File: src/rtl/tmds_word_aligner.sv
// Receive-side TMDS word aligner: slides a 10-bit window across two consecutive
// deserializer words until a run of control tokens marks the symbol boundary.
module tmds_word_aligner #(
  parameter int TOKEN_COUNT  = 8,
  parameter int SEARCH_DWELL = 1024,
  parameter int LOSS_TIMEOUT = 4096
) (
  input  logic       i_clk,
  input  logic       i_rst,
  input  logic [9:0] i_data,
  output logic [9:0] o_data,
  output logic       o_token,
  output logic       o_locked,
  output logic [3:0] o_offset
);

  localparam int TOK_W  = (TOKEN_COUNT  > 1) ? $clog2(TOKEN_COUNT)  : 1;
  localparam int DWL_W  = (SEARCH_DWELL > 1) ? $clog2(SEARCH_DWELL) : 1;
  localparam int LOSS_W = (LOSS_TIMEOUT > 1) ? $clog2(LOSS_TIMEOUT) : 1;

  localparam logic [TOK_W-1:0]  TOK_LAST  = TOK_W'(TOKEN_COUNT - 1);
  localparam logic [DWL_W-1:0]  DWL_LAST  = DWL_W'(SEARCH_DWELL - 1);
  localparam logic [LOSS_W-1:0] LOSS_LAST = LOSS_W'(LOSS_TIMEOUT - 1);
  localparam logic [TOK_W-1:0]  TOK_MAX   = {TOK_W{1'b1}};
  localparam logic [DWL_W-1:0]  DWL_MAX   = {DWL_W{1'b1}};
  localparam logic [LOSS_W-1:0] LOSS_MAX  = {LOSS_W{1'b1}};

  typedef enum logic [0:0] {
    ST_SEARCH = 1'b0,
    ST_LOCKED = 1'b1
  } state_e;

  function automatic logic token_match(input logic [9:0] w);
    logic m;
    case (w)
      10'b1101010100,
      10'b0010101011,
      10'b0101010100,
      10'b1010101011: m = 1'b1;
      default:        m = 1'b0;
    endcase
    return m;
  endfunction

  // Bit 19 of the full 20-bit stream is never inside any window, so it is not carried.
  function automatic logic [9:0] window_at(input logic [18:0] s, input logic [3:0] k);
    logic [9:0] w;
    case (k)
      4'd0:    w = s[9:0];
      4'd1:    w = s[10:1];
      4'd2:    w = s[11:2];
      4'd3:    w = s[12:3];
      4'd4:    w = s[13:4];
      4'd5:    w = s[14:5];
      4'd6:    w = s[15:6];
      4'd7:    w = s[16:7];
      4'd8:    w = s[17:8];
      4'd9:    w = s[18:9];
      default: w = s[9:0];
    endcase
    return w;
  endfunction

  state_e             state_q,  state_d;
  logic [9:0]         prev_q,   prev_d;
  logic [9:0]         data_q,   data_d;
  logic               token_q,  token_d;
  logic [3:0]         offset_q, offset_d;
  logic [TOK_W-1:0]   tok_q,    tok_d;
  logic [DWL_W-1:0]   dwell_q,  dwell_d;
  logic [LOSS_W-1:0]  loss_q,   loss_d;

  logic [18:0] stream_s;
  logic [9:0]  window_s;
  logic        win_tok_s;

  assign stream_s  = {i_data[8:0], prev_q};
  assign window_s  = window_at(stream_s, offset_q);
  assign win_tok_s = token_match(window_s);

  // Next-state logic for the search/lock machine and the aligned output word.
  always_comb begin
    prev_d   = i_data;
    data_d   = window_s;
    token_d  = win_tok_s;
    state_d  = state_q;
    offset_d = offset_q;
    tok_d    = tok_q;
    dwell_d  = dwell_q;
    loss_d   = loss_q;
    case (state_q)
      ST_SEARCH: begin
        loss_d = '0;
        // A completed token run takes priority over moving to the next offset.
        if (win_tok_s && (tok_q == TOK_LAST)) begin
          state_d = ST_LOCKED;
          tok_d   = '0;
          dwell_d = '0;
        end else if (dwell_q == DWL_LAST) begin
          offset_d = (offset_q == 4'd9) ? 4'd0 : offset_q + 4'd1;
          tok_d    = '0;
          dwell_d  = '0;
        end else begin
          dwell_d = (dwell_q == DWL_MAX) ? DWL_MAX : dwell_q + 1'b1;
          tok_d   = win_tok_s ? ((tok_q == TOK_MAX) ? TOK_MAX : tok_q + 1'b1) : '0;
        end
      end
      ST_LOCKED: begin
        tok_d   = '0;
        dwell_d = '0;
        if (win_tok_s) begin
          loss_d = '0;
        end else if (loss_q == LOSS_LAST) begin
          state_d = ST_SEARCH;
          loss_d  = '0;
        end else begin
          loss_d = (loss_q == LOSS_MAX) ? LOSS_MAX : loss_q + 1'b1;
        end
      end
      default: begin
        state_d  = ST_SEARCH;
        offset_d = 4'd0;
        tok_d    = '0;
        dwell_d  = '0;
        loss_d   = '0;
      end
    endcase
  end

  // State and output registers; reset returns to search at offset 0.
  always_ff @(posedge i_clk) begin
    if (i_rst) begin
      state_q  <= ST_SEARCH;
      prev_q   <= 10'd0;
      data_q   <= 10'd0;
      token_q  <= 1'b0;
      offset_q <= 4'd0;
      tok_q    <= '0;
      dwell_q  <= '0;
      loss_q   <= '0;
    end else begin
      state_q  <= state_d;
      prev_q   <= prev_d;
      data_q   <= data_d;
      token_q  <= token_d;
      offset_q <= offset_d;
      tok_q    <= tok_d;
      dwell_q  <= dwell_d;
      loss_q   <= loss_d;
    end
  end

  assign o_data   = data_q;
  assign o_token  = token_q;
  assign o_locked = (state_q == ST_LOCKED);
  assign o_offset = offset_q;

endmodule

File: config.mk
export PLATFORM = sky130hd
export DESIGN_NAME = tmds_word_aligner
export DESIGN_NICKNAME = d
export VERILOG_FILES = /design/src/rtl/tmds_word_aligner.sv
export SDC_FILE = /design/constraint.sdc
export NUM_CORES = 1
export LEC_CHECK = 0
export BUFFER_PORTS_ARGS = -buffer_cell sky130_fd_sc_hd__buf_2
export CELL_PAD_IN_SITES_DETAIL_PLACEMENT = 1
export CELL_PAD_IN_SITES_GLOBAL_PLACEMENT = 1
export CORE_MARGIN = 2
export CORE_UTILIZATION = 45
export CTS_CLUSTER_DIAMETER = 50
export DETAILED_ROUTE_END_ITERATION = 8
export GPL_TIMING_DRIVEN = 1
export PLACE_DENSITY = 0.83
export SYNTH_ARGS = -nofsm -noshare
export SYNTH_HDL_FRONTEND = slang
export SYNTH_SLANG_ARGS = --single-unit
File: constraint.sdc
create_clock -name i_clk -period 3.1 [get_ports i_clk]
set_input_delay 0.31 -clock i_clk [delete_from_list [all_inputs] [get_ports i_clk]]
set_output_delay 0.31 -clock i_clk [all_outputs]
set_load 0.01 [all_outputs]
## Yosys cells after proc, flatten, opt, wreduce, memory -nomap -nowiden

Index checks and enable logic that the tools add are counted.

| cells by class | value |
|---|---|
| $add $sub $neg | 4 |
| equality and inequality tests | 16 |
| multiplexer cells | 18 |
| bitwise logic cells | 2 |
| reductions and logical operators | 3 |

Operators by type and width:

| kind | count |
|---|---|
| $pmux 10 s9 | 1 |
| $eq 10x10->1 const B | 3 |
| $mux 12 | 2 |
| $pmux 12 s2 | 1 |
| $mux 10 | 2 |
| $pmux 10 s2 | 1 |
| $eq 4x3->1 const B | 4 |
| $add 12x1->12 const B | 1 |
| $eq 12x12->1 const B | 1 |
| $mux 3 | 4 |
| $add 10x1->10 const B | 1 |
| $eq 10x8->1 const B | 1 |
| $eq 10x9->1 const B | 1 |
| $eq 4x2->1 const B | 2 |
| $eq 4x4->1 const B | 2 |
| $pmux 3 s2 | 1 |
| $add 4x1->4 const B | 1 |
| $eq 4x1->1 const B | 1 |
| $mux 1 | 4 |
| $mux 4 | 1 |
| $reduce_or 4->1 | 1 |
| $add 3x1->3 const B | 1 |
| $eq 3x3->1 const B | 1 |
| $reduce_and 3->1 | 1 |
| 3 further kinds | 4 |

| word-level totals | value |
|---|---|
| bits in registers | 51 |
| output and inout port bits | 16 |
| logic and storage cells | 51 |

## Depth between registers and ports, before layout

Gate-level depths: netlist (run 1).

| depth | value |
|---|---|
| word-level depth | 9 |
| mapped depth | 12 |
| gate-level depth less buffers | 8 |

## Least setup slack after synthesis (run 1)

OpenSTA, ideal clock, no wires.

| path | value |
|---|---|
| path kind | register to register |
| from | register offset_q[1] (netlist: o_offset[1]) |
| to | register offset_q[2] (netlist: o_offset[2]) |
| setup time | 0.121 ns |
| data arrival time | 2.436 ns |
| setup slack | 0.543 ns |
| stages on the path, launching flop included | 12 |
| buffers on the path | 3 |
| clock period less this slack | 2.557 ns |
| cell sequence | dfxtp_1 > buf_6 > buf_8 > buf_6 > nand3b_1 > a21oi_1 > o21bai_2 > a21oi_4 > nand3_1 > or4b_4 > and4_4 > mux2_4 |

| on the way | value |
|---|---|
| longest elaborated chain between the ends | 8 |
| elaborated cells between the ends (all ways) | 21 |
| those cells by class | 1 x add/sub; 13 x eq/ne; 3 x mux; 1 x bitwise; 3 x reduce/logical |

Ends and longest elaborated chain:

| element | RTL line | text |
|---|---|---|
| start, declared | 68 | `logic [3:0] offset_q, offset_d;` |
| start signal, assigned | 146 | `offset_q <= offset_d;` |
| $eq 4x4->1, or another cell as far along | 48, 100 |  |
| $pmux 10 s9 | 48 | `case (k)` |
| $eq 10x10->1, or another cell as far along | 35 | `case (w)` |
| $reduce_or 4->1 | 35 |  |
| $mux 1 | 35 |  |
| $logic_and 1x1->1 | 95 | `if (win_tok_s && (tok_q == TOK_LAST)) begin` |
| $not 1->1 (no line) | -- |  |
| $reduce_and 3->1 (no line) | -- |  |

Parallel ways exist; a longest one is shown, timed or not.
A chain may end at the register's enable or synchronous reset.

## Worst setup path after layout (run 1)

| path | value |
|---|---|
| from | register offset_q[2] (netlist: o_offset[2]) |
| to | register offset_q[2] (netlist: o_offset[2]) |

The elaborated chain is that of the path after synthesis.

==> summary.txt, run 1 <==
Status
  – Outcome: finished, final reports clean

Power
  – Peak VDD IR: 0.0002543 V
  – Reported leakage power: 1.280 nW
  – Flop pwr share: 58.2%
  – Power density over the cells: 343.3 mW/mm2
  – Overall power: 0.001182 W
  – Net Sw Power: 0.0003102 W
  – Switching share of power: between 20% and 30%
  – Share of total power in combinational logic: 7.2%
  – Internal portion of total power: 0.0008722 W
  – Clock Power Share: 34.6%

Logic synthesis
  – Flip-flop cell with the highest count after synthesis: sky130_fd_sc_hd__dfxtp_1
  – Synthesized netlist net count: 382
  – Post-Syn Instances: 367
  – Biggest area contributors in the synthesized netlist: sky130_fd_sc_hd__dfxtp_1, sky130_fd_sc_hd__nor2_1, sky130_fd_sc_hd__xor2_1, sky130_fd_sc_hd__a21oi_1, sky130_fd_sc_hd__nor2b_1
  – Synthesis-stage register bit count: 51
  – Most area-hungry cell type in the Yosys netlist: sky130_fd_sc_hd__dfxtp_1
  – Share of Yosys cell area claimed by the top area cell type: 32.65%
  – Number of unique standard cell types used by synthesis: 78
  – Asr flop ratio synth: 0%
  – Leading cell type by number of instances after synthesis: sky130_fd_sc_hd__dfxtp_1
  – Post-synthesis average cell area: 8.520 um2
  – Sequential element share of the synthesized area: 32.65%
  – Synth cell count leaders: sky130_fd_sc_hd__dfxtp_1, sky130_fd_sc_hd__nor2_1, sky130_fd_sc_hd__a21oi_1
  – Warnings, synthesis: 0
  – Combined area of all synthesized cells: between 0.003 and 0.004 mm2
  – Number of enable flip-flop cells after synthesis: 0

STA
  – Period Utilization, post-route: a little over nine tenths
  – Count of endpoints failing hold in the final timing report: 0
  – Setup-violating endpoint count in the final report: 0
  – Final total negative setup slack: 0 ns
  – Clock period minus worst slack: 2.951 ns
  – Peak clock frequency supported by timing: 0.3389 GHz
  – Setup clock skew after layout: 0.005275 ns
  – Final slew viol count: 0
  – Worst relative slew slack: 64.39%
  – Setup ws final: 0.1489 ns
  – Smallest hold slack: just over 0.2 ns
  – Transition time of the tightest slew-check pin: approximately 0.53 ns
  – Setup repair after global routing missed its margin: false

CTS
  – Clock latency of the later-clocked register in the worst-skew pair: between 0.3 and 0.4 ns
  – H-tree Lvls: 2
  – Clock transition at the registers of the reported paths: 0.10 ns
  – Number of buffers inserted to repair setup after CTS: 0
  – CTS buffer count: 5
  – CTS sink cnt: 51
  – Clock tree from TritonCTS: built
  – Total of hold buffers inserted after clock tree synthesis: 0
  – Buffers from clock root to sink, at most: 2
  – Root cell of the clock tree: sky130_fd_sc_hd__clkbuf_8

Die
  – Die extent in y: around 87 um
  – Initial Utilization: 46.28%
  – Total die area: 0.007631 mm2
  – Horiz. Die Dim: between 80 and 90 um
  – Total core area: 0.006756 mm2
  – # IOs: 28
  – Total number of placement rows: 30

Worst setup path
  – Largest fanout of any net on the critical path: 12
  – Critical path endpoint category: register
  – Startpoint types: register
  – Critical path data required time: 3.31 ns
  – Critical path data arrival time: 3.16 ns
  – CP Class: register to register

Layout
  – ANT cells: 0
  – Final core area utilization: 50.98%
  – NumNets Final: 405
  – Fraction of final layout cells with drive strength greater than 1: 21.48%
  – Area added between synthesis and finish: 10.16%

Route
  – Length of the first detailed-routing pass in iterations: 5
  – Post-route ant nets: 0
  – First-iteration detailed-routing DRC count: 280
  – Via-to-Cell Ratio: 6.444
  – Routed length per instance: around 20 um
  – WL final: 9437 um
  – DRC viols: 0
  – Vias post-DR: 3,035

Worst hold path
  – Tightest Hold Check Type: input pin to register

GRT
  – Maximum number of pins on one net before global-route repair: 33
  – Global-route wire length before repair: about 15,000 um
  – Number of antenna violations at the first check in global routing: 0
  – Total routing resource utilization after global routing: 25.29%
  – Number of global-route vias before repair: 2,923
  – Remaining global-route overflow: 0

Place
  – DPL Wire Length: approximately 7000 um
  – Weighted congestion reported at the end of routability-driven placement: 0.9433
  – Count of buffers inserted at the top-level ports: 27
  – Setup WS pre-CTS: -0.07693 ns

Job
  – Number of violations of the max-capacitance limit: 0
## cells by family (layout without fill, tap and decap cells)
| kind of cell | Yosys count | count (layout) | synth area share (%) |
|---|---|---|---|
| muxes | 11 | 11 | 3.921 |
| and+or+nand+nor | 151 | 151 | 27.05 |
| DFF | 51 | 51 | 32.65 |
| xor gates and xnor gates | 18 | 18 | 5.042 |
| AOI/OAI and AO/OA | 94 | 94 | 22.81 |
| buffers and inverters | 39 | 63 | 7.323 |
| adders and majority gates | 3 | 3 | 1.201 |
## what timing repair did
| item | CTS | global route |
|---|---|---|
| cloned | 0 | 0 |
| setup endpoints to repair | 24 | 29 |
| resized for setup | 2 | 8 |
| pin swaps | 0 | 0 |
## flip-flops by register name, summed over array words and instances (netlist names)
register  count
o_locked      1
loss_q       12
o_offset      4
o_token       1
o_data       10
prev_q       10
tok_q         3
dwell_q      10
## metrics by stage
stage	cells	instance area [um2]
2_1_floorplan	367	3127
3_3_place_gp	463	3314
3_5_place_dp	463	3314
4_1_cts	471	3416
5_1_grt	471	3445
6_report	471	3445
## worst max-delay path: stages (launching register included)
cell and delay (ns):
sky130_fd_sc_hd__dfxtp_1 0.49, sky130_fd_sc_hd__buf_4 0.25, sky130_fd_sc_hd__mux2i_1 0.20, sky130_fd_sc_hd__nand2_1 0.07, sky130_fd_sc_hd__a32o_1 0.27, sky130_fd_sc_hd__o32a_1 0.43
sky130_fd_sc_hd__nor2_1 0.15, sky130_fd_sc_hd__or4b_4 0.51, sky130_fd_sc_hd__and4_4 0.19, sky130_fd_sc_hd__mux2_4 0.29
## metal layers
metal / wire length [um] / share of wire, % / track usage, %
met1: 4133 / 44 / 35.03
met2: 4361 / 46 / 38.57
met3: 661 / 7.0 / 5.972
met4: 280 / 3.0 / 8.392
met5: 0 / 0 / 0
## power by group through the flow
stage	sequential [W]	combinational, W	clock, W
6_report	0.000689	0.0000849	0.000409
5_1_grt	0.000690	0.0000937	0.000451
4_1_cts	0.000687	0.0000835	0.000421
3_5_place_dp	0.000702	0.0000829	0
3_3_place_gp	0.000702	0.0000803	0
2_1_floorplan	0.000698	0.0000485	0
## cells in the final DEF (no fill, tap or decap), types with 3 or more instances in the layout
cell type	synthesis	routed
sky130_fd_sc_hd__xnor2_1	5	5
sky130_fd_sc_hd__nand3_1	14	13
sky130_fd_sc_hd__a31oi_1	3	3
sky130_fd_sc_hd__ha_1	3	3
sky130_fd_sc_hd__buf_2	9	27
sky130_fd_sc_hd__mux2_1	5	5
sky130_fd_sc_hd__buf_4	6	16
sky130_fd_sc_hd__and2_1	10	10
sky130_fd_sc_hd__o21ai_1	3	5
sky130_fd_sc_hd__inv_2	3	3
sky130_fd_sc_hd__a32oi_1	5	5
sky130_fd_sc_hd__o22ai_1	8	7
sky130_fd_sc_hd__nor2b_1	15	15
sky130_fd_sc_hd__a21oi_1	22	22
sky130_fd_sc_hd__nand4_1	4	4
sky130_fd_sc_hd__nand3b_1	4	4
sky130_fd_sc_hd__nor3_1	14	13
sky130_fd_sc_hd__clkbuf_8	0	5
sky130_fd_sc_hd__a32o_1	4	4
sky130_fd_sc_hd__dfxtp_1	51	49
sky130_fd_sc_hd__nor2_1	32	32
sky130_fd_sc_hd__a22oi_1	8	8
sky130_fd_sc_hd__xor2_1	13	13
sky130_fd_sc_hd__o32a_1	3	3
sky130_fd_sc_hd__nand2b_1	4	3
sky130_fd_sc_hd__and3_1	12	12
sky130_fd_sc_hd__mux2i_1	4	4
sky130_fd_sc_hd__inv_1	8	8
sky130_fd_sc_hd__o21ai_0	5	3
sky130_fd_sc_hd__nand2_1	19	19
## final cells by class
class                           count  area (um2)
Fill cell                         843        3312
Clock inverter                      3       28.78
Tap cell                           80       100.1
Inverter                           11       41.29
Timing Repair Buffer               44       275.3
Multi-Input combinational cell    277        1907
Clock buffer                        5       68.82
Sequential cell                    51        1023
## path summary, 6_finish.rpt
path,startpoint,to,slack (ns),cells past startpoint
worst max-delay path,o_offset[2],o_offset[2],0.15,9
worst min-delay path,i_data[9],prev_q[9],0.21,2
worst max register to register,o_offset[2],o_offset[2],0.15,9
worst min register to register,tok_q[0],tok_q[0],0.46,1
Note: power is estimated with default switching activity, not from simulation.
==> run 2, diff against run 1 <==
--- a/config.mk
+++ b/config.mk
@@ -5,15 +5,16 @@
 export SDC_FILE = /design/constraint.sdc
 export NUM_CORES = 1
 export LEC_CHECK = 0
+export ABC_AREA = 1
 export BUFFER_PORTS_ARGS = -buffer_cell sky130_fd_sc_hd__buf_2
 export CELL_PAD_IN_SITES_DETAIL_PLACEMENT = 1
 export CELL_PAD_IN_SITES_GLOBAL_PLACEMENT = 1
 export CORE_MARGIN = 2
-export CORE_UTILIZATION = 45
+export CORE_UTILIZATION = 42
 export CTS_CLUSTER_DIAMETER = 50
 export DETAILED_ROUTE_END_ITERATION = 8
 export GPL_TIMING_DRIVEN = 1
-export PLACE_DENSITY = 0.83
+export PLACE_DENSITY = 0.84
 export SYNTH_ARGS = -nofsm -noshare
 export SYNTH_HDL_FRONTEND = slang
 export SYNTH_SLANG_ARGS = --single-unit
==> run 2 against run 1 <==
Via count increased by 6.4%. Final area is 4.2% lower. Fmax is 12% higher. Area after synthesis fell by 3.3%. Utilization down 2.9 points. Worst setup slack improved by 0.32 ns. Clock power grew 3%. Critical path type unchanged. Critical endpoint is now o_offset[3]. Largest cell class unchanged. Largest power group unchanged. Highest routed layer unchanged.
==> summary.txt, run 2 <==
Status
  – Outcome: finished, final reports clean

Worst setup path
  – Largest fanout of any net on the critical path: 15 (+3)
  – List of cells traversed by the critical path: nor2_1 > nand3_1 > nand2_1 > nor2_1 > nand3_1 > nand2_1 > nand2_1 > nor2_1 > nand3_1 > nand2_2 > nand2_4 > nand3_2 > nand2_1 > inv_1 > nor2_1
  – Worst path top cell family by delay: simple AND/OR/NAND/NOR gates
  – Critical path data required time: 3.35 ns (+0.04 ns)
  – CP Class: register to register
  – Startpoint types: register
  – Capture point of the worst reg-to-reg path: o_offset[3]
  – Critical path endpoint category: register
  – Crit path buf inv count: 1 (unchanged)
  – Cell with the biggest individual delay on the critical path: sky130_fd_sc_hd__nor2_1
  – R2R depth: 15 (+6)
  – Critical path data arrival time: 2.88 ns (-0.28 ns)
  – Stage delay of the slowest cell on the critical path: 0.78 ns (+0.27 ns)
  – Startpoint of the most critical register-to-register path: o_offset[2]
  – Reg2Reg Setup Slack: 0.47 ns (+0.32 ns)

Power
  – Power density over the cells: 359.7 mW/mm2 (+4.8%)
  – Switching share of power: 25.92% (-0.32 points)
  – Peak VDD IR: 0.0001740 V (-32%)
  – Reported leakage power: 1.610 nW (+26%)
  – Flop pwr share: 58.1% (about the same)
  – Clock Power Share: 35.6% (+1.0 points)
  – Internal portion of total power: 0.0008793 W (+0.81%)
  – Net Sw Power: 0.0003076 W (-0.84%)
  – Share of total power in combinational logic: 6.4% (-0.8 points)

GRT
  – Number of antenna violations at the first check in global routing: 0 (unchanged)
  – Total routing resource utilization after global routing: 25.76% (+0.47 points)
  – Remaining global-route overflow: 0 (unchanged)
  – Number of global-route vias before repair: 3,309 (+13%)
  – Maximum number of pins on one net before global-route repair: 24 (-27%)
  – Global-route wire length before repair: 15,860 um (+4.8%)

Die
  – Total die area: 0.007892 mm2 (+3.4%)
  – Total core area: 0.006869 mm2 (+1.7%)
  – # IOs: 28 (unchanged)
  – Horiz. Die Dim: 88.84 um (+1.7%)
  – Initial Utilization: 44.01% (-2.3 points)
  – Total number of placement rows: 30 (unchanged)
  – Die extent in y: 88.84 um (+1.7%)

Worst hold path
  – Worst min-delay path endpoint: prev_q[9]
  – Hold path depth: 3 (+1)
  – Tightest Hold Check Type: input pin to register
  – Hold wc startpoint: i_data[9]

Logic synthesis
  – Post-synthesis average cell area: 6.337 um2 (-26%)
  – Asr flop ratio synth: 0% (unchanged)
  – Post-Syn Instances: 477 (+30%)
  – Biggest area contributors in the synthesized netlist: sky130_fd_sc_hd__dfxtp_1, sky130_fd_sc_hd__nand2_1, sky130_fd_sc_hd__nor2_1, sky130_fd_sc_hd__nand3_1, sky130_fd_sc_hd__inv_1
  – Number of enable flip-flop cells after synthesis: 0 (unchanged)
  – Sequential element share of the synthesized area: 33.77% (+1.1 points)
  – Synthesis-stage register bit count: 51 (unchanged)
  – Number of unique standard cell types used by synthesis: 36 (-54%)
  – Leading cell type by number of instances after synthesis: sky130_fd_sc_hd__nand2_1
  – Flip-flop cell with the highest count after synthesis: sky130_fd_sc_hd__dfxtp_1
  – Synth cell count leaders: sky130_fd_sc_hd__nand2_1, sky130_fd_sc_hd__nor2_1, sky130_fd_sc_hd__nand3_1
  – Most area-hungry cell type in the Yosys netlist: sky130_fd_sc_hd__dfxtp_1
  – Synthesized netlist net count: 492 (+29%)
  – Warnings, synthesis: 0 (unchanged)
  – Share of Yosys cell area claimed by the top area cell type: 33.77% (+1.1 points)
  – Combined area of all synthesized cells: 0.003023 mm2 (-3.3%)

STA
  – Final slew viol count: 0 (unchanged)
  – Setup-violating endpoint count in the final report: 0 (unchanged)
  – Clock period minus worst slack: 2.628 ns (-0.3226 ns)
  – Count of endpoints failing hold in the final timing report: 0 (unchanged)
  – Period Utilization, post-route: 84.79% (-10 points)
  – Worst relative slew slack: 34.16% (-30 points)
  – Final total negative setup slack: 0 ns (unchanged)
  – Setup repair after global routing missed its margin: false
  – Peak clock frequency supported by timing: 0.3805 GHz (+12%)
  – Setup clock skew after layout: 0.004731 ns (-0.0005433 ns)
  – Transition time of the tightest slew-check pin: 0.9840 ns (+0.4573 ns)

Layout
  – NumNets Final: 513 (+27%)
  – Number of standard cells in the layout, taps in and fillers out: 595 (+26%)
  – ANT cells: 0 (unchanged)
  – Largest register by flop count: loss_q
  – Fraction of final layout cells with drive strength greater than 1: 12.42% (-9.1 points)
  – Flip-flop count of the largest register after layout: 12 (unchanged)
  – Multi-input combinational cell area: 0.001752 mm2 (-8.1%)
  – Number of fill cells in the layout: 974 (+16%)
  – Register Area: 0.001021 mm2 (-0.24%)
  – Area added between synthesis and finish: 9.147%
  – Most common cell after layout, fill and taps aside: sky130_fd_sc_hd__nand2_1
  – Top library cells by usage in the layout, fill and taps aside: sky130_fd_sc_hd__nand2_1, sky130_fd_sc_hd__nor2_1, sky130_fd_sc_hd__nand3_1, sky130_fd_sc_hd__dfxtp_1, sky130_fd_sc_hd__inv_1

CTS
  – Buffers from clock root to sink, at most: 2 (unchanged)
  – Clock transition at the registers of the reported paths: 0.10 ns (about the same)
  – Clock latency of the later-clocked register in the worst-skew pair: 0.30 ns (about the same)
  – Clock tree from TritonCTS: built
  – Root cell of the clock tree: sky130_fd_sc_hd__clkbuf_8
  – CTS sink cnt: 51 (unchanged)
  – H-tree Lvls: 2 (unchanged)
  – Number of buffers inserted to repair setup after CTS: 0 (unchanged)
  – CTS buffer count: 5 (unchanged)
  – Total of hold buffers inserted after clock tree synthesis: 0 (unchanged)
  – Post_cts resized: 0 (-2)

Route
  – DRC viols: 0 (unchanged)
  – First-iteration detailed-routing DRC count: 170 (-39%)
  – Via-to-Cell Ratio: 5.425 (-16%)
  – Vias post-DR: 3,228 (+6.4%)
  – WL final: 9437 um (unchanged)
  – Post-route ant nets: 0 (unchanged)
  – Length of the first detailed-routing pass in iterations: 4 (-1)
  – Routed length per instance: 15.86 um (-21%)

Place
  – Number of placed cells counting well taps: 587 (+27%)
  – DPL Wire Length: 7117 um (+4.6%)
  – Count of buffers inserted at the top-level ports: 27 (unchanged)
  – Weighted congestion reported at the end of routability-driven placement: 0.8435 (-11%)

Job
  – Number of violations of the max-capacitance limit: 0 (unchanged)
## run 2: changes by cell type after synthesis, sizes merged, moves of 16 or more
cell,delta
a21oi,-16
inv,+30
nand2,+113
nand3,+49
nor2,+77
nor2b,-17
## run 2: power groups by stage
stage | registers, W | logic, W | clock network [W]
floorplan | 0.000696 | 0.0000456 | 0
global placement | 0.000703 | 0.0000725 | 0
detailed placement | 0.000704 | 0.0000756 | 0
CTS | 0.000689 | 0.0000763 | 0.000430
global route | 0.000691 | 0.0000856 | 0.000455
finish | 0.000689 | 0.0000759 | 0.000422
## run 2: cell type report
class | instances | share of cell area (%)
clock inverter | 2 | 0.4930
multi-input combinational | 369 | 53.09
tap | 96 | 3.640
timing repair buffer | 29 | 4.551
clock buffer | 6 | 2.503
sequential | 51 | 30.94
inverter | 42 | 4.778
## run 2: worst max path at each step
stage / start / end / slack [ns] / cells after the start
after CTS: o_offset[2] / o_offset[3] / 0.51 / 14
after floorplan: o_offset[0] / o_offset[0] / 1.14 / 18
after global routing: o_offset[2] / loss_q[2] / 0.17 / 13
after detailed placement: o_offset[2] / o_offset[3] / 0.54 / 14
after global placement: o_offset[0] / o_offset[0] / 0.65 / 15
final: o_offset[2] / o_offset[3] / 0.47 / 15
## run 2: cells by family (layout without fill, tap and decap cells)
family	Yosys count	count (layout)	synth area share, %
AO/OA/AOI/OAI	21	21	4.098
flip-flops	51	51	33.77
XOR/XNOR	12	12	3.477
AND/OR/NAND/NOR	333	333	49.13
buffers and inverters	57	79	8.278
adder cells (fa/ha/maj)	3	3	1.242
## run 2: metrics by stage
step | area (um2) | power [W] | util [%] | setup slack (ns) | hold WS [ns]
after global placement | 3201 | 0.0007756 | 46.59 | 0.6492 | 0.4302
after global routing | 3299 | 0.001232 | 48.03 | 0.1722 | 0.2305
after floorplan | 3023 | 0.0007413 | - | 1.136 | 0.3791
after CTS | 3299 | 0.001195 | 48.03 | 0.5149 | 0.2246
after detailed placement | 3201 | 0.0007792 | 46.59 | 0.5370 | 0.4476
final | 3299 | 0.001187 | 48.03 | 0.4716 | 0.2321
## run 2: tightest hold or removal path, stage by stage
cell and delay, ns:
sky130_fd_sc_hd__buf_2 0.10, sky130_fd_sc_hd__inv_1 0.05, sky130_fd_sc_hd__nor2_1 0.04
## run 2: per-layer routing
| layer | part of all wire [%] | track usage, % | vias to the layer above |
|---|---|---|---|
| li1 | - | - | 1560 |
| met1 | 43 | 34.74 | 1531 |
| met2 | 47 | 41.86 | 113 |
| met3 | 7.5 | 4.011 | 24 |
| met4 | 2.1 | 8.953 | 0 |
| met5 | 0 | 0 | - |
==> run 3, diff against run 2 <==
--- a/config.mk
+++ b/config.mk
@@ -10,11 +10,11 @@
 export CELL_PAD_IN_SITES_DETAIL_PLACEMENT = 1
 export CELL_PAD_IN_SITES_GLOBAL_PLACEMENT = 1
 export CORE_MARGIN = 2
-export CORE_UTILIZATION = 42
+export CORE_UTILIZATION = 38
 export CTS_CLUSTER_DIAMETER = 50
 export DETAILED_ROUTE_END_ITERATION = 8
 export GPL_TIMING_DRIVEN = 1
-export PLACE_DENSITY = 0.84
+export PLACE_DENSITY = 0.8
 export SYNTH_ARGS = -nofsm -noshare
 export SYNTH_HDL_FRONTEND = slang
 export SYNTH_SLANG_ARGS = --single-unit
==> constraint.sdc (replaced) <==
create_clock -name i_clk -period 2.3 [get_ports i_clk]
set_input_delay 0.23 -clock i_clk [delete_from_list [all_inputs] [get_ports i_clk]]
set_output_delay 0.23 -clock i_clk [all_outputs]
set_load 0.01 [all_outputs]
==> run 3 against run 2 <==
Clock power grew 36%. Final area grew 13%. Non-clock buffer count grew 19. Clock skew grew 0.0096 ns. Cell count grew 4.2%. Critical path type unchanged. Largest cell class unchanged. Largest power group unchanged.
==> summary.txt, run 3 (synthesis gave the netlist of run 2 again) <==
Worst hold path
  – Tightest Hold Check Type: input pin to register
  – Hold path depth: 3 (unchanged)

Status
  – Outcome: finished, final reports clean

Layout
  – Largest register by flop count: loss_q
  – Number of standard cells in the layout, taps in and fillers out: 620 (+4.2%)
  – ANT cells: 0 (unchanged)
  – Most common cell after layout, fill and taps aside: sky130_fd_sc_hd__nand2_1
  – Area added between synthesis and finish: 23.68%
  – Final core area utilization: 48.38% (+0.35 points)
  – Number of fill cells in the layout: 1,021 (+4.8%)
  – Final standard cell area without fillers: 0.003739 mm2 (+13%)
  – Flip-flop count of the largest register after layout: 12 (unchanged)
  – Multi-input combinational cell area: 0.001924 mm2 (+9.9%)
  – NumNets Final: 532 (+3.7%)
  – Top library cells by usage in the layout, fill and taps aside: sky130_fd_sc_hd__nand2_1, sky130_fd_sc_hd__nor2_1, sky130_fd_sc_hd__nand3_1, sky130_fd_sc_hd__dfxtp_1, sky130_fd_sc_hd__inv_1
  – Register Area: 0.001032 mm2 (+1.1%)
  – Fraction of final layout cells with drive strength greater than 1: 23.36% (+11 points)

STA
  – Peak clock frequency supported by timing: 0.4373 GHz (+15%)
  – Count of endpoints failing hold in the final timing report: 0 (unchanged)
  – Final total negative setup slack: 0 ns (unchanged)
  – Setup-violating endpoint count in the final report: 0 (unchanged)
  – Clock period minus worst slack: 2.287 ns (-0.3415 ns)
  – Period Utilization, post-route: 99.43% (+15 points)
  – Setup repair after global routing missed its margin: true
  – Worst relative slew slack: 65.11% (+31 points)
  – Setup clock skew after layout: 0.01436 ns (+0.009625 ns)
  – Final slew viol count: 0 (unchanged)
  – Transition time of the tightest slew-check pin: 0.5226 ns (-0.4615 ns)

Die
  – Total die area: 0.008684 mm2 (+10%)
  – Die extent in y: 93.19 um (+4.9%)
  – Total number of placement rows: 32 (+6.7%)
  – Total core area: 0.007727 mm2 (+12%)
  – Initial Utilization: 39.12% (-4.9 points)
  – # IOs: 28 (unchanged)
  – Horiz. Die Dim: 93.19 um (+4.9%)

Worst setup path
  – Capture point of the worst path: o_offset[0]
  – Cell with the biggest individual delay on the critical path: sky130_fd_sc_hd__dfxtp_4
  – Critical path depth: 17 (+2)
  – List of cells traversed by the critical path: buf_6 > buf_4 > o21ai_4 > o21ai_4 > buf_6 > nor2_1 > nand3_1 > nand2_1 > nand2_1 > nor2_1 > nand3_2 > nand2_4 > nand2_8 > nand3_4 > nand2_1 > inv_1 > nor2_1
  – Worst setup path startpoint: o_offset[2]
  – Critical path data arrival time: 2.51 ns (-0.37 ns)
  – Stage delay of the slowest cell on the critical path: 0.37 ns (-0.41 ns)
  – R2R depth: 17 (+2)
  – Startpoint types: register
  – Startpoint of the most critical register-to-register path: o_offset[2]
  – Capture point of the worst reg-to-reg path: o_offset[0]
  – Worst path top cell family by delay: simple AND/OR/NAND/NOR gates
  – CP Class: register to register
  – Reg2Reg Setup Slack: 0.01 ns (-0.46 ns)
  – Critical path endpoint category: register
  – Critical path data required time: 2.52 ns (-0.83 ns)
  – Largest fanout of any net on the critical path: 7 (-8)
  – Crit path buf inv count: 4 (+3)

Place
  – Number of placed cells counting well taps: 599 (+2.0%)
  – Placed standard-cell area: 0.003278 mm2 (+2.4%)
  – Count of buffers inserted at the top-level ports: 27 (unchanged)
  – DPL Wire Length: 6929 um (-2.6%)
  – Weighted congestion reported at the end of routability-driven placement: 0.8750 (+3.7%)

Power
  – Reported leakage power: 1.787 nW (+11%)
  – Peak VDD IR: 0.0002653 V (+52%)
  – Power density over the cells: 430.2 mW/mm2 (+20%)

Route
  – Routed length per instance: 16.70 um (+5.3%)
  – Via-to-Cell Ratio: 5.348 (-1.4%)
  – DRC viols: 0 (unchanged)
  – WL final: 10,350 um (+9.7%)
  – Vias post-DR: 3,316 (+2.7%)
  – First-iteration detailed-routing DRC count: 230 (+35%)
  – Post-route ant nets: 0 (unchanged)
  – Length of the first detailed-routing pass in iterations: 5 (+1)

GRT
  – Maximum number of pins on one net before global-route repair: 24 (unchanged)
  – Number of global-route vias before repair: 3,196 (-3.4%)
  – Total routing resource utilization after global routing: 22.27% (-3.5 points)
  – Remaining global-route overflow: 0 (unchanged)
  – Number of antenna violations at the first check in global routing: 0 (unchanged)
  – Global-route wire length before repair: 15,280 um (-3.7%)

CTS
  – CTS sink cnt: 51 (unchanged)
  – Clock latency of the later-clocked register in the worst-skew pair: 0.32 ns (+0.02 ns)
  – CTS buffer count: 5 (unchanged)
  – Root cell of the clock tree: sky130_fd_sc_hd__clkbuf_8
  – Clock transition at the registers of the reported paths: 0.11 ns (about the same)
  – H-tree Lvls: 2 (unchanged)
  – Buffers from clock root to sink, at most: 2 (unchanged)
  – Clock tree from TritonCTS: built

Job
  – Number of violations of the max-capacitance limit: 0 (unchanged)
==> run 3: how the worst min path moves through the flow <==
stage                          from   endpoint
after global placement     tok_q[0]   tok_q[0]
after global routing      i_data[9]  prev_q[9]
after CTS                 i_data[9]  prev_q[9]
after floorplan               i_rst  o_data[9]
after detailed placement  i_data[9]  prev_q[9]
final                     i_data[9]  prev_q[9]
==> run 3: power breakdown <==
| part | leakage (nW) | internal, W | switching, W |
|---|---|---|---|
| Sequential | 0.418 | 0.000900 | 0.0000263 |
| Clock | 0.0491 | 0.000225 | 0.000347 |
| Combinational | 1.32 | 0.0000397 | 0.0000708 |
| Total | 1.79 | 0.00116 | 0.000444 |
==> run 3: repair_timing <==
item	4_1_cts	5_1_grt
setup endpoints to repair	30	30
pin swaps	4	18
cloned	0	2
setup buffers	3	8
hold buffers	0	0
resized for setup	10	57
==> run 3: layout make-up <==
class | instances | share of cell area (%)
Clock inverter | 3 | 0.7028
Clock buffer | 5 | 1.841
Timing Repair Buffer | 48 | 10.51
Tap cell | 102 | 3.414
Inverter | 42 | 4.451
Multi-Input combinational cell | 369 | 51.47
Sequential cell | 51 | 27.61
==> run 3: worst min-delay path, stage by stage <==
cell and delay, ns:
sky130_fd_sc_hd__buf_2 0.07, sky130_fd_sc_hd__inv_1 0.03, sky130_fd_sc_hd__nor2_1 0.06
==> run 3: metrics by stage <==
step           total power (W)  setup WS [ns]  hold WS, ns
5_1_grt               0.001662        -0.1509       0.1210
6_report              0.001608        0.01308       0.1095
3_5_place_dp          0.001051        -0.2186       0.4495
3_3_place_gp          0.001048       -0.06892       0.4252
2_1_floorplan        0.0009992         0.3360       0.2991
4_1_cts               0.001611       0.009557       0.1156
==> run 3: metal layers <==
| layer | global-route usage (%) | vias to the layer above | part of all wire [%] |
|---|---|---|---|
| li1 | - | 1603 | - |
| met1 | 28.12 | 1583 | 43 |
| met2 | 38.71 | 103 | 49 |
| met3 | 3.062 | 27 | 5.0 |
| met4 | 8.088 | 0 | 3.2 |
| met5 | 0 | - | 0 |
